$ cat src/rtl/id_ex_pipe.sv
// ID/EX pipeline register with a two-entry (main + skid) buffer so that in_ready is registered.
// Bubbles present an all-zero control bundle; bubble_cnt counts idle output cycles.
module id_ex_pipe #(
    parameter int unsigned DATA_W = 48,
    parameter int unsigned RA_W   = 4,
    parameter int unsigned CTRL_W = 12
) (
    input  logic              clk,
    input  logic              rst,
    input  logic              in_valid,
    output logic              in_ready,
    input  logic [DATA_W-1:0] in_srca,
    input  logic [DATA_W-1:0] in_srcb,
    input  logic [DATA_W-1:0] in_imm,
    input  logic [RA_W-1:0]   in_wa3,
    input  logic [RA_W-1:0]   in_opcode,
    input  logic [CTRL_W-1:0] in_ctrl,
    input  logic              flush,
    output logic              out_valid,
    input  logic              out_ready,
    output logic [DATA_W-1:0] out_srca,
    output logic [DATA_W-1:0] out_srcb,
    output logic [DATA_W-1:0] out_imm,
    output logic [RA_W-1:0]   out_wa3,
    output logic [RA_W-1:0]   out_opcode,
    output logic [CTRL_W-1:0] out_ctrl,
    output logic [15:0]       bubble_cnt
);

    localparam int unsigned PayW = 3 * DATA_W + 2 * RA_W + CTRL_W;

    logic            main_valid_q, main_valid_d;
    logic            skid_valid_q, skid_valid_d;
    logic [PayW-1:0] main_pay_q, main_pay_d;
    logic [PayW-1:0] skid_pay_q, skid_pay_d;
    logic [15:0]     bubble_cnt_q, bubble_cnt_d;

    logic [PayW-1:0]   in_pay;
    logic [CTRL_W-1:0] main_ctrl;
    logic              in_xfer;
    logic              out_xfer;
    logic              main_load;

    assign in_pay = {in_srca, in_srcb, in_imm, in_wa3, in_opcode, in_ctrl};

    assign in_ready  = ~skid_valid_q;
    assign in_xfer   = in_valid & in_ready;
    assign out_xfer  = main_valid_q & out_ready;
    assign main_load = ~main_valid_q | out_xfer;

    always_comb begin
        main_valid_d = main_valid_q;
        main_pay_d   = main_pay_q;
        skid_valid_d = skid_valid_q;
        skid_pay_d   = skid_pay_q;

        if (flush) begin
            // Payloads are left untouched; only occupancy is cleared.
            main_valid_d = 1'b0;
            skid_valid_d = 1'b0;
        end else if (main_load) begin
            // A full skid blocks in_ready, so no input can arrive alongside it.
            if (skid_valid_q) begin
                main_valid_d = 1'b1;
                main_pay_d   = skid_pay_q;
                skid_valid_d = 1'b0;
            end else if (in_xfer) begin
                main_valid_d = 1'b1;
                main_pay_d   = in_pay;
            end else begin
                main_valid_d = 1'b0;
            end
        end else if (in_xfer) begin
            skid_valid_d = 1'b1;
            skid_pay_d   = in_pay;
        end
    end

    always_comb begin
        bubble_cnt_d = bubble_cnt_q;
        if (!main_valid_q && (bubble_cnt_q != 16'hFFFF)) begin
            bubble_cnt_d = bubble_cnt_q + 16'd1;
        end
    end

    always_ff @(posedge clk or negedge rst) begin
        if (!rst) begin
            main_valid_q <= 1'b0;
            skid_valid_q <= 1'b0;
            main_pay_q   <= '0;
            skid_pay_q   <= '0;
            bubble_cnt_q <= '0;
        end else begin
            main_valid_q <= main_valid_d;
            skid_valid_q <= skid_valid_d;
            main_pay_q   <= main_pay_d;
            skid_pay_q   <= skid_pay_d;
            bubble_cnt_q <= bubble_cnt_d;
        end
    end

    assign {out_srca, out_srcb, out_imm, out_wa3, out_opcode, main_ctrl} = main_pay_q;

    assign out_valid  = main_valid_q;
    assign out_ctrl   = main_valid_q ? main_ctrl : '0;
    assign bubble_cnt = bubble_cnt_q;

endmodule
$ cat config.mk
export PLATFORM = sky130hd
export DESIGN_NAME = id_ex_pipe
export DESIGN_NICKNAME = d
export VERILOG_FILES = /design/src/rtl/id_ex_pipe.sv
export SDC_FILE = /design/constraint.sdc
export NUM_CORES = 1
export LEC_CHECK = 0
export CAP_MARGIN = 20
export CORE_ASPECT_RATIO = 1.75
export CORE_MARGIN = 2
export CORE_UTILIZATION = 35
export CTS_CLUSTER_DIAMETER = 40
export CTS_CLUSTER_SIZE = 20
export DETAILED_ROUTE_END_ITERATION = 6
export GPL_TIMING_DRIVEN = 0
export HOLD_SLACK_MARGIN = 0.12
export PLACE_DENSITY = 0.67
export SYNTH_ARGS = -nofsm -noshare
export SYNTH_HDL_FRONTEND = slang
export SYNTH_SLANG_ARGS = --single-unit
$ cat constraint.sdc
create_clock -name clk -period 1.6 [get_ports clk]
set_input_delay 0.48 -clock clk [delete_from_list [all_inputs] [get_ports clk]]
set_output_delay 0.48 -clock clk [all_outputs]
set_load 0.05 [all_outputs]
==> results.py, run 1 <==
metrics = {
    "global_route": {
        "globalRouteOverflowTotal": 0,
        "grt_use_met1": 0.190,
        "grt_max_degree": 113,
        "grt_pass1_vias": 12400,
        "track_usage": 0.190,
        "busiest_layer": "met2",
        "grt_pass1_wl_um": 68800,
        "antenna_found_initial": 8,
        "grt_util_met2": 0.366,
        "use_met3": 0.0472,
    },
    "route": {
        "drc": 0,
        "first_pass_iters": 4,
        "antenna_left": 0,
        "wl_per_cell_um": 20.5,
        "vias_per_cell": 4.79,
        "vias": 11600,
        "wl_um": 49400,
        "drtIter0Drc": 560,
    },
    "pwr": {
        "peakVddDrop_uv": 1130,
        "p_per_area_nw_per_um2": 1270,
        "p_total_w": 0.0324,
        "p_leak_nw": 11.1,
    },
    "final_layout": {
        "nets": 1977,
        "area_growth_pct": 62.6,
        "stdcell_count": 2414,
        "drive_gt1_frac": 0.450,
    },
    "floorplanning": {
        "rows": 102,
        "core_area_um2": 44200,
        "die_h_um": 284,
        "die_area_um2": 46500,
        "io-pin-count": 351,
        "chipWidth_um": 164,
        "start_util": 0.355,
    },
    "synth": {
        "yosys_warnings": 0,
        "yosysUniqueCellTypes": 33,
        "yosys.area.top_type": "dfrtp_1",
        "synth.cell_area_um2": 15700,
        "synth-edff-count": 0,
        "syn_area_per_cell_um2": 11.9,
        "yosys.cell_count.top_type": "dfrtp_1",
        "synth_nets": 1485,
        "synthDominantCellAreaShare": 0.553,
        "synth-seq-area-share": 0.553,
        "synth_common_cells": "dfrtp_1 (346), nor2_1 (173), a21oi_1 (170)",
        "synth.area.top_cells": "dfrtp_1 (55%), mux2_2 (12%), mux2i_1 (10%)",
        "synthArstFlopShare": 1.00,
        "synth_flop_cell": "dfrtp_1",
        "netlist_instances": 1315,
        "yosys_register_bits": 346,
    },
    "timing": {
        "max_freq_mhz": 487,
        "worst_pin_slew_ns": 0.508,
        "clock_skew_ns": 0.0160,
        "hold_violations": 58,
        "setup_viol": 484,
        "timing.final.ws_setup_ns": -0.455,
        "fin_crit_sh": 1.28,
        "final.min_clock_period_ns": 2.05,
        "whs_ns": -0.164,
        "slew_violations": 0,
        "slew_headroom": 0.660,
        "rsz0062_at_grt": "yes",
    },
    "placement": {
        "routabilityCongestion": 0.811,
        "port_buffers": 350,
        "dp_cells": 2240,
        "hpwl_um": 31600,
    },
    "setup_path": {
        "cp.required_ns": 1.12,
        "r2r.worst_path.cells": 12,
        "worstSetupStartpointType": "register",
        "critPathMaxFanout": 5,
        "r2r_slack_ns": -0.32,
        "crit_type": "register to output pin",
        "crit_path_end_kind": "output pin",
        "crit_arrival_ns": 1.57,
    },
    "worst_hold_path": {
        "worstHoldPathType": "input port to async pin",
    },
    "job": {
        "drv_cap": 0,
    },
    "status": {
        "violations": "hold timing, setup timing",
        "outcome": "complete, but fails checks",
    },
    "clock_tree": {
        "cts_made_buffers": 39,
        "clockBufferDepth": 3,
        "cts_root_buf": "clkbuf_16",
        "worstSkewPairLatency_ns": 0.54,
        "cts_tree": "yes",
        "cts_sinks": 346,
        "clk_pin_slew_worst_paths_ns": 0.07,
        "h-tree-depth": 2,
    },
}
[through the flow]
stage | area [um^2] | util | setup TNS, ns | worst slack, ns
after floorplan | 15800 | - | -1.81 | -0.0428
after global placement | 20000 | 0.454 | -5503.18 | -16.40
after detailed placement | 20100 | 0.456 | -391.11 | -1.10
after CTS | 23400 | 0.530 | -118.80 | -0.490
after global routing | 25500 | 0.577 | -120.51 | -0.501
final | 25500 | 0.577 | -90.13 | -0.455
[registers in the layout (all words and copies together), names as in the netlist]
name	flops
main_pay_q	164
bubble_cnt	16
skid_pay_q	164
skid_valid_q	1
out_valid	1
[repair_timing]
action                                  4_1_cts  5_1_grt
endpoints found under the setup margin      618      633
pin swaps                                     2        5
buffers inserted                             68       23
hold endpoints to repair                     58       58
gates resized for setup                    1629      254
gates cloned                                  3       42
[cells by family after synthesis]
logic type / after synthesis / share of synthesized area
DFF: 346 / 0.553
muxes: 332 / 0.226
buffers and inverters: 232 / 0.0977
and+or+nand+nor: 221 / 0.0616
AOI/OAI and AO/OA: 175 / 0.0566
xor gates and xnor gates: 8 / 0.00447
adders and majority gates: 1 / 0.000799
[power breakdown]
part	internal [W]	switching [W]	total (W)
Combinational	0.00578	0.00539	0.0112
Sequential	0.0106	0.00120	0.0118
Clock	0.00541	0.00400	0.00941
[area by class of cell]
cell class                 instances  area [um^2]
inverter                           5         22.5
clock inverter                    24          292
clock buffer                      47         1070
multi-input combinational        737         5880
sequential                       346         8680
timing repair buffer             487         6410
tap                              572          716
fill                            3581        18700
antenna                            5         12.5
buffer                           191         2390
[routing by layer]
metal | vias up | share of wire
met3 | 89 | 0.055
li1 | 5341 | -
met4 | 6 | 0.034
met1 | 5810 | 0.33
met5 | - | 0.00059
met2 | 311 | 0.58
[placed cells by master (no fill, tap or decap), types with 3 or more instances in the layout]
master / count
clkbuf_8: 5
clkinv_8: 3
diode_2: 5
nor3_4: 3
mux2_2: 127
nand3_1: 6
clkbuf_1: 3
dfrtp_1: 328
nor2_1: 171
buf_16: 5
clkdlybuf4s50_1: 167
buf_2: 15
xor2_1: 6
buf_12: 44
inv_6: 7
buf_6: 154
bufinv_16: 3
nand2b_1: 3
and2_4: 11
nand2_1: 5
a21oi_1: 137
inv_8: 4
buf_4: 70
clkinv_4: 3
mux2_4: 41
dfrtp_2: 18
buf_8: 178
mux2i_1: 164
clkinv_2: 4
inv_1: 4
a21oi_2: 33
clkbuf_16: 83
[critical path, cell delays in order, from the launching register on]
cell	delay, ns
dfrtp_2	0.42
clkbuf_16	0.17
clkbuf_16	0.15
and2_4	0.14
buf_8	0.15
[final timing paths]
path | start | end
hold reg to reg | skid_pay_q[110] | skid_pay_q[110]
min in group clk | skid_pay_q[110] | skid_pay_q[110]
setup reg to reg | out_valid | main_pay_q[106]
max in group asynchronous | rst | skid_pay_q[6]
setup / recovery | out_valid | out_ctrl[6]
hold / removal | rst | skid_pay_q[143]
No activity file was read; power rests on OpenSTA's default activity.
==> inputs of run 2 (changes only) <==
--- a/config.mk
+++ b/config.mk
@@ -9,12 +9,13 @@
 export CORE_ASPECT_RATIO = 1.75
 export CORE_MARGIN = 2
 export CORE_UTILIZATION = 35
-export CTS_CLUSTER_DIAMETER = 40
+export CTS_BUF_LIST = sky130_fd_sc_hd__clkbuf_8
 export CTS_CLUSTER_SIZE = 20
 export DETAILED_ROUTE_END_ITERATION = 6
 export GPL_TIMING_DRIVEN = 0
 export HOLD_SLACK_MARGIN = 0.12
 export PLACE_DENSITY = 0.67
+export SLEW_MARGIN = 10
 export SYNTH_ARGS = -nofsm -noshare
 export SYNTH_HDL_FRONTEND = slang
 export SYNTH_SLANG_ARGS = --single-unit
==> run 2 against run 1 <==
The flow still finishes with violations (hold timing, setup timing). Worst hold slack worse by 0.060 ns. Non-clock buffer count is 32 lower. Sequential power hardly changed. Flip-flop and latch count stayed put. Wire length is 4.5% lower. Global-route usage is 0.15 points higher.
==> results.py, run 2 (same netlist as run 1, synthesis figures left out) <==
metrics = {
    "final_layout": {
        "area_growth_pct": 56.2,
        "drive_gt1_frac": 0.430,
        "layout_common_cells": "dfrtp_1 (329), nor2_1 (170), clkdlybuf4s50_1 (167)",
        "mostFrequentLayoutCell": "dfrtp_1",
        "nets": 1959,
        "num-fill-cells": 3709,
        "stdcell_count": 2406,
    },
    "timing": {
        "max_freq_mhz": 470,
        "whs_ns": -0.224,
        "worst_pin_slew_ns": 0.560,
        "final.min_clock_period_ns": 2.13,
        "slew_headroom": 0.627,
        "clock_skew_ns": 0.0142,
        "tns_ns": -84.79,
        "rsz0062_at_grt": "yes",
        "hold_violations": 58,
        "fin_crit_sh": 1.33,
        "timing.final.ws_setup_ns": -0.527,
        "setup_viol": 518,
        "slew_violations": 0,
    },
    "setup_path": {
        "crit_arrival_ns": 1.65,
        "path_buf_inv": 3,
        "cp_slowest_stage_delay_ns": 0.43,
        "critPathTopFamily": "buffers and inverters",
        "cpMostUsedCell": "clkbuf_16",
        "cp_slowest_cell": "dfrtp_2",
        "critPathMaxFanout": 5,
        "crit_path_end_kind": "output pin",
        "r2r_slack_ns": -0.28,
        "r2r_start": "out_valid",
        "r2r.worst_path.cells": 10,
        "cp.required_ns": 1.12,
        "worstSetupStartpointType": "register",
        "r2r_end": "main_pay_q[48]",
        "path_cells": "clkbuf_16 -> clkbuf_16 -> and2_4 -> buf_8",
        "crit_type": "register to output pin",
    },
    "global_route": {
        "grt_pass1_vias": 12500,
        "globalRouteOverflowTotal": 0,
        "busiest_layer": "met2",
        "grt_use_met1": 0.190,
        "antenna_found_initial": 8,
        "grt_pass1_wl_um": 69200,
        "grt_max_degree": 104,
        "use_met3": 0.0475,
        "track_usage": 0.191,
        "grt_util_met2": 0.369,
    },
    "route": {
        "drc": 0,
        "drtIter0Drc": 570,
        "first_pass_iters": 4,
        "vias": 11500,
        "wl_per_cell_um": 19.6,
        "wl_um": 47200,
        "vias_per_cell": 4.77,
        "antenna_left": 0,
    },
    "worst_hold_path": {
        "worstHoldPathType": "input port to async pin",
    },
    "floorplanning": {
        "io-pin-count": 351,
        "start_util": 0.355,
        "rows": 102,
        "core_area_um2": 44200,
        "die_area_um2": 46500,
        "chipWidth_um": 164,
        "die_h_um": 284,
    },
    "clock_tree": {
        "cts_made_buffers": 53,
        "cts_root_buf": "clkbuf_8",
        "cts_tree": "yes",
        "clockBufferDepth": 3,
        "cts_sinks": 346,
        "h-tree-depth": 2,
        "worstSkewPairLatency_ns": 0.61,
        "clk_pin_slew_worst_paths_ns": 0.06,
    },
    "placement": {
        "port_buffers": 350,
        "routabilityCongestion": 0.811,
        "dp_cells": 2240,
        "hpwl_um": 31600,
    },
    "pwr": {
        "peakVddDrop_uv": 951,
        "p_leak_nw": 10.7,
        "p_per_area_nw_per_um2": 1240,
    },
    "status": {
        "violations": "hold timing, setup timing",
        "outcome": "complete, but fails checks",
    },
    "job": {
        "drv_cap": 0,
    },
}
run 2: cell types whose count changed in the layout (fill, tap and decap cells not counted), sizes merged:
cell	previous run	this run
buf	466	446
bufinv	3	2
clkbuf	92	101
clkinv	10	7
clkinvlp	1	2
inv	15	21
run 2: layout make-up:
type,instances,area [um^2],area share
clock buffers,68,936,0.0383
multi-input cells,737,5800,0.237
well taps,572,716,0.0293
repair buffers,454,5820,0.238
plain buffers,192,2310,0.0944
diodes,5,12.5,0.000512
clock inverters,27,166,0.00680
flip-flops and latches,346,8680,0.355
inverters,5,22.5,0.000921
run 2: worst max path at each step:
stage / slack [ns] / startpoint / end / cells past startpoint
floorplan: -0.04 / out_valid / bubble_cnt[14] / 5
global placement: -16.40 / rst / bubble_cnt[11] / 1
detailed placement: -1.08 / out_ready / main_pay_q[111] / 6
CTS: -0.58 / out_valid / out_ctrl[5] / 4
global route: -0.58 / out_valid / out_ctrl[5] / 4
finish: -0.53 / out_valid / out_ctrl[6] / 4
run 2: per-stage QoR:
stage	utilization	hold slack, ns	setup slack (ns)	power [W]	instance area, um^2
2_1_floorplan	-	0.184	-0.0428	0.0175	15800
3_5_place_dp	0.456	0.430	-1.08	0.0206	20100
3_3_place_gp	0.454	0.486	-16.40	0.0203	20000
6_report	0.554	-0.224	-0.527	0.0304	24500
5_1_grt	0.554	-0.211	-0.580	0.0317	24500
4_1_cts	0.520	-0.261	-0.585	0.0301	23000
run 2: repair_timing:
action	in CTS	in global routing
pin swaps	2	4
cloned	4	23
buffers inserted	54	20
endpoints found under the hold margin	58	58
resized for setup	1609	222
endpoints found under the setup margin	508	518
run 2: where the power goes:
part	total, W	switching [W]	internal, W
registers	0.0118	0.00117	0.0106
clock network	0.00766	0.00354	0.00411
logic	0.0109	0.00533	0.00558
run 2: metal layers:
metal / part of all wire / vias up
li1: - / 5311
met3: 0.059 / 107
met5: 0.00045 / -
met2: 0.57 / 315
met1: 0.33 / 5732
met4: 0.041 / 4
run 2: worst reg2reg max path, stage by stage (launching register included):
cell and delay (ns):
dfrtp_2 0.43, buf_4 0.14, buf_6 0.11, nor2b_4 0.13
nor3_4 0.20, buf_6 0.20, buf_12 0.14, buf_12 0.14
clkbuf_16 0.16, nor2_1 0.04, a21oi_1 0.12
==> inputs of run 3 (changes only) <==
--- a/config.mk
+++ b/config.mk
@@ -6,8 +6,7 @@
 export NUM_CORES = 1
 export LEC_CHECK = 0
 export CAP_MARGIN = 20
-export CORE_ASPECT_RATIO = 1.75
-export CORE_MARGIN = 2
+export CORE_MARGIN = 3
 export CORE_UTILIZATION = 35
 export CTS_BUF_LIST = sky130_fd_sc_hd__clkbuf_8
 export CTS_CLUSTER_SIZE = 20
==> run 3 against run 2 <==
The run ends with setup timing left. Utilization up 5.0 points. Sequential share of layout area down 2.6 points. Die area up 1.7%. Critical endpoint is now out_ctrl[10].
==> results.py, run 3 (same netlist as run 1, synthesis figures left out) <==
metrics = {
    "global_route": {
        "globalRouteOverflowTotal": 0,
        "grt_pass1_wl_um": 71700,
        "grt_pass1_vias": 12400,
        "antenna_found_initial": 3,
        "track_usage": 0.193,
        "grt_max_degree": 107,
    },
    "floorplanning": {
        "core_area_um2": 43600,
        "die_h_um": 218,
        "start_util": 0.359,
        "die_area_um2": 47300,
        "rows": 76,
        "io-pin-count": 351,
        "chipWidth_um": 218,
    },
    "timing": {
        "hold_violations": 0,
        "whs_ns": 0.438,
        "clock_skew_ns": 0.0185,
        "worst_pin_slew_ns": 0.597,
        "final.min_clock_period_ns": 2.13,
        "tns_ns": -78.93,
        "slew_violations": 0,
        "setup_viol": 522,
        "rsz0062_at_grt": "yes",
        "fin_crit_sh": 1.33,
        "slew_headroom": 0.602,
        "timing.final.ws_setup_ns": -0.527,
        "max_freq_mhz": 470,
    },
    "route": {
        "wl_um": 49700,
        "drc": 0,
        "vias": 11800,
        "drtIter0Drc": 445,
        "antenna_left": 0,
        "vias_per_cell": 4.80,
        "first_pass_iters": 4,
        "wl_per_cell_um": 20.2,
    },
    "final_layout": {
        "seq_area_um2": 8680,
        "multi_input_area_um2": 7050,
        "nets": 2006,
        "layout_common_cells": "dfrtp_1 (327), clkdlybuf4s50_1 (167), mux2_2 (163)",
        "num-fill-cells": 3229,
        "drive_gt1_frac": 0.570,
        "mostFrequentLayoutCell": "dfrtp_1",
        "area_growth_pct": 68.4,
    },
    "clock_tree": {
        "cts_sinks": 346,
        "clk_pin_slew_worst_paths_ns": 0.06,
        "cts_tree": "yes",
        "cts_root_buf": "clkbuf_8",
        "h-tree-depth": 2,
        "clockBufferDepth": 3,
        "worstSkewPairLatency_ns": 0.63,
        "cts_made_buffers": 59,
    },
    "pwr": {
        "p_clk_frac": 0.243,
        "p_leak_nw": 11.1,
        "p_comb_frac": 0.373,
        "switching_share": 0.343,
        "seqPwrFrac": 0.384,
        "p_per_area_nw_per_um2": 1180,
        "p_total_w": 0.0312,
        "p_int_w": 0.0205,
        "peakVddDrop_uv": 856,
        "netSwitchingPower_w": 0.0107,
    },
    "placement": {
        "pre_cts_ws_ns": -1.14,
        "routabilityCongestion": 0.769,
        "hpwl_um": 29600,
        "port_buffers": 350,
    },
    "setup_path": {
        "cpMostUsedCell": "clkbuf_16",
        "crit_arrival_ns": 1.65,
        "cp_slowest_stage_delay_ns": 0.42,
        "cp.required_ns": 1.12,
        "cp_slowest_cell": "dfrtp_2",
        "path_cells": "clkbuf_16 -> clkbuf_16 -> and2_4 -> buf_8",
        "crit_path_end_kind": "output pin",
        "critPathMaxFanout": 5,
        "worstSetupStartpointType": "register",
        "crit_type": "register to output pin",
    },
    "status": {
        "outcome": "complete, but fails checks",
        "violations": "setup timing",
    },
    "job": {
        "drv_cap": 0,
    },
    "worst_hold_path": {
        "worstHoldPathType": "input port to async pin",
    },
}
run 3: changes by cell type in the layout (fill, tap and decap cells not counted), sizes merged:
cell,change
bufinv,-2
clkbuf,-6
buf,+49
dlygate4sd3,+1
inv,+7
clkinvlp,+1
diode,-4
run 3: repair_timing:
action | 4_1_cts | 5_1_grt
hold buffers | 2 | 0
gates resized for setup | 1763 | 451
buffers inserted | 82 | 85
hold endpoints to repair | 37 | 0
endpoints found under the setup margin | 508 | 581
pin swaps | 3 | 22
cloned | 21 | 19
run 3: power groups by stage:
stage / Combinational (W) / Clock [W] / Sequential (W)
final: 0.0117 / 0.00761 / 0.0120
after global routing: 0.0122 / 0.00823 / 0.0122
after CTS: 0.0107 / 0.00783 / 0.0118
after detailed placement: 0.00866 / 0 / 0.0119
after global placement: 0.00852 / 0 / 0.0118
after floorplan: 0.00561 / 0 / 0.0119
run 3: final timing paths:
| path | start | to | slack, ns | depth (start not counted) |
|---|---|---|---|---|
| setup / recovery | out_valid | out_ctrl[10] | -0.53 | 4 |
| hold / removal | rst | skid_pay_q[31] | 0.44 | 3 |
| setup reg to reg | skid_valid_q | main_pay_q[87] | -0.32 | 12 |
| hold reg to reg | skid_pay_q[1] | skid_pay_q[1] | 0.50 | 1 |
| max in group asynchronous | rst | main_pay_q[99] | 0.09 | 4 |
| min in group clk | in_imm[18] | skid_pay_q[38] | 0.48 | 2 |
run 3: layout make-up:
cell class	instances	area share
diodes	1	0.0000949
plain buffers	132	0.0689
clock buffers	71	0.0371
clock inverters	33	0.00531
inverters	5	0.000854
multi-input cells	737	0.267
flip-flops and latches	346	0.329
well taps	585	0.0278
repair buffers	555	0.263
run 3: critical path, delay by kind of cell, from the launching register on:
kind | cells | cell delay [ns]
and+or+nand+nor | 1 | 0.14
DFF | 1 | 0.42
buffers and inverters | 3 | 0.46
run 3: layer usage:
layer  up-vias  wire length [um]  track usage
met3        74              3790       0.0674
met4         6               832       0.0476
met2       311             25000        0.323
met5         -                35            0
met1      6009             20000        0.239
li1       5426                 -            -
run 3: metrics by stage:
step,utilization,std cells,cell area [um^2]
2_1_floorplan,-,1315,15800
3_3_place_gp,0.459,2250,20000
3_5_place_dp,0.461,2253,20100
4_1_cts,0.556,2421,24300
5_1_grt,0.604,2464,26400
6_report,0.604,2465,26400
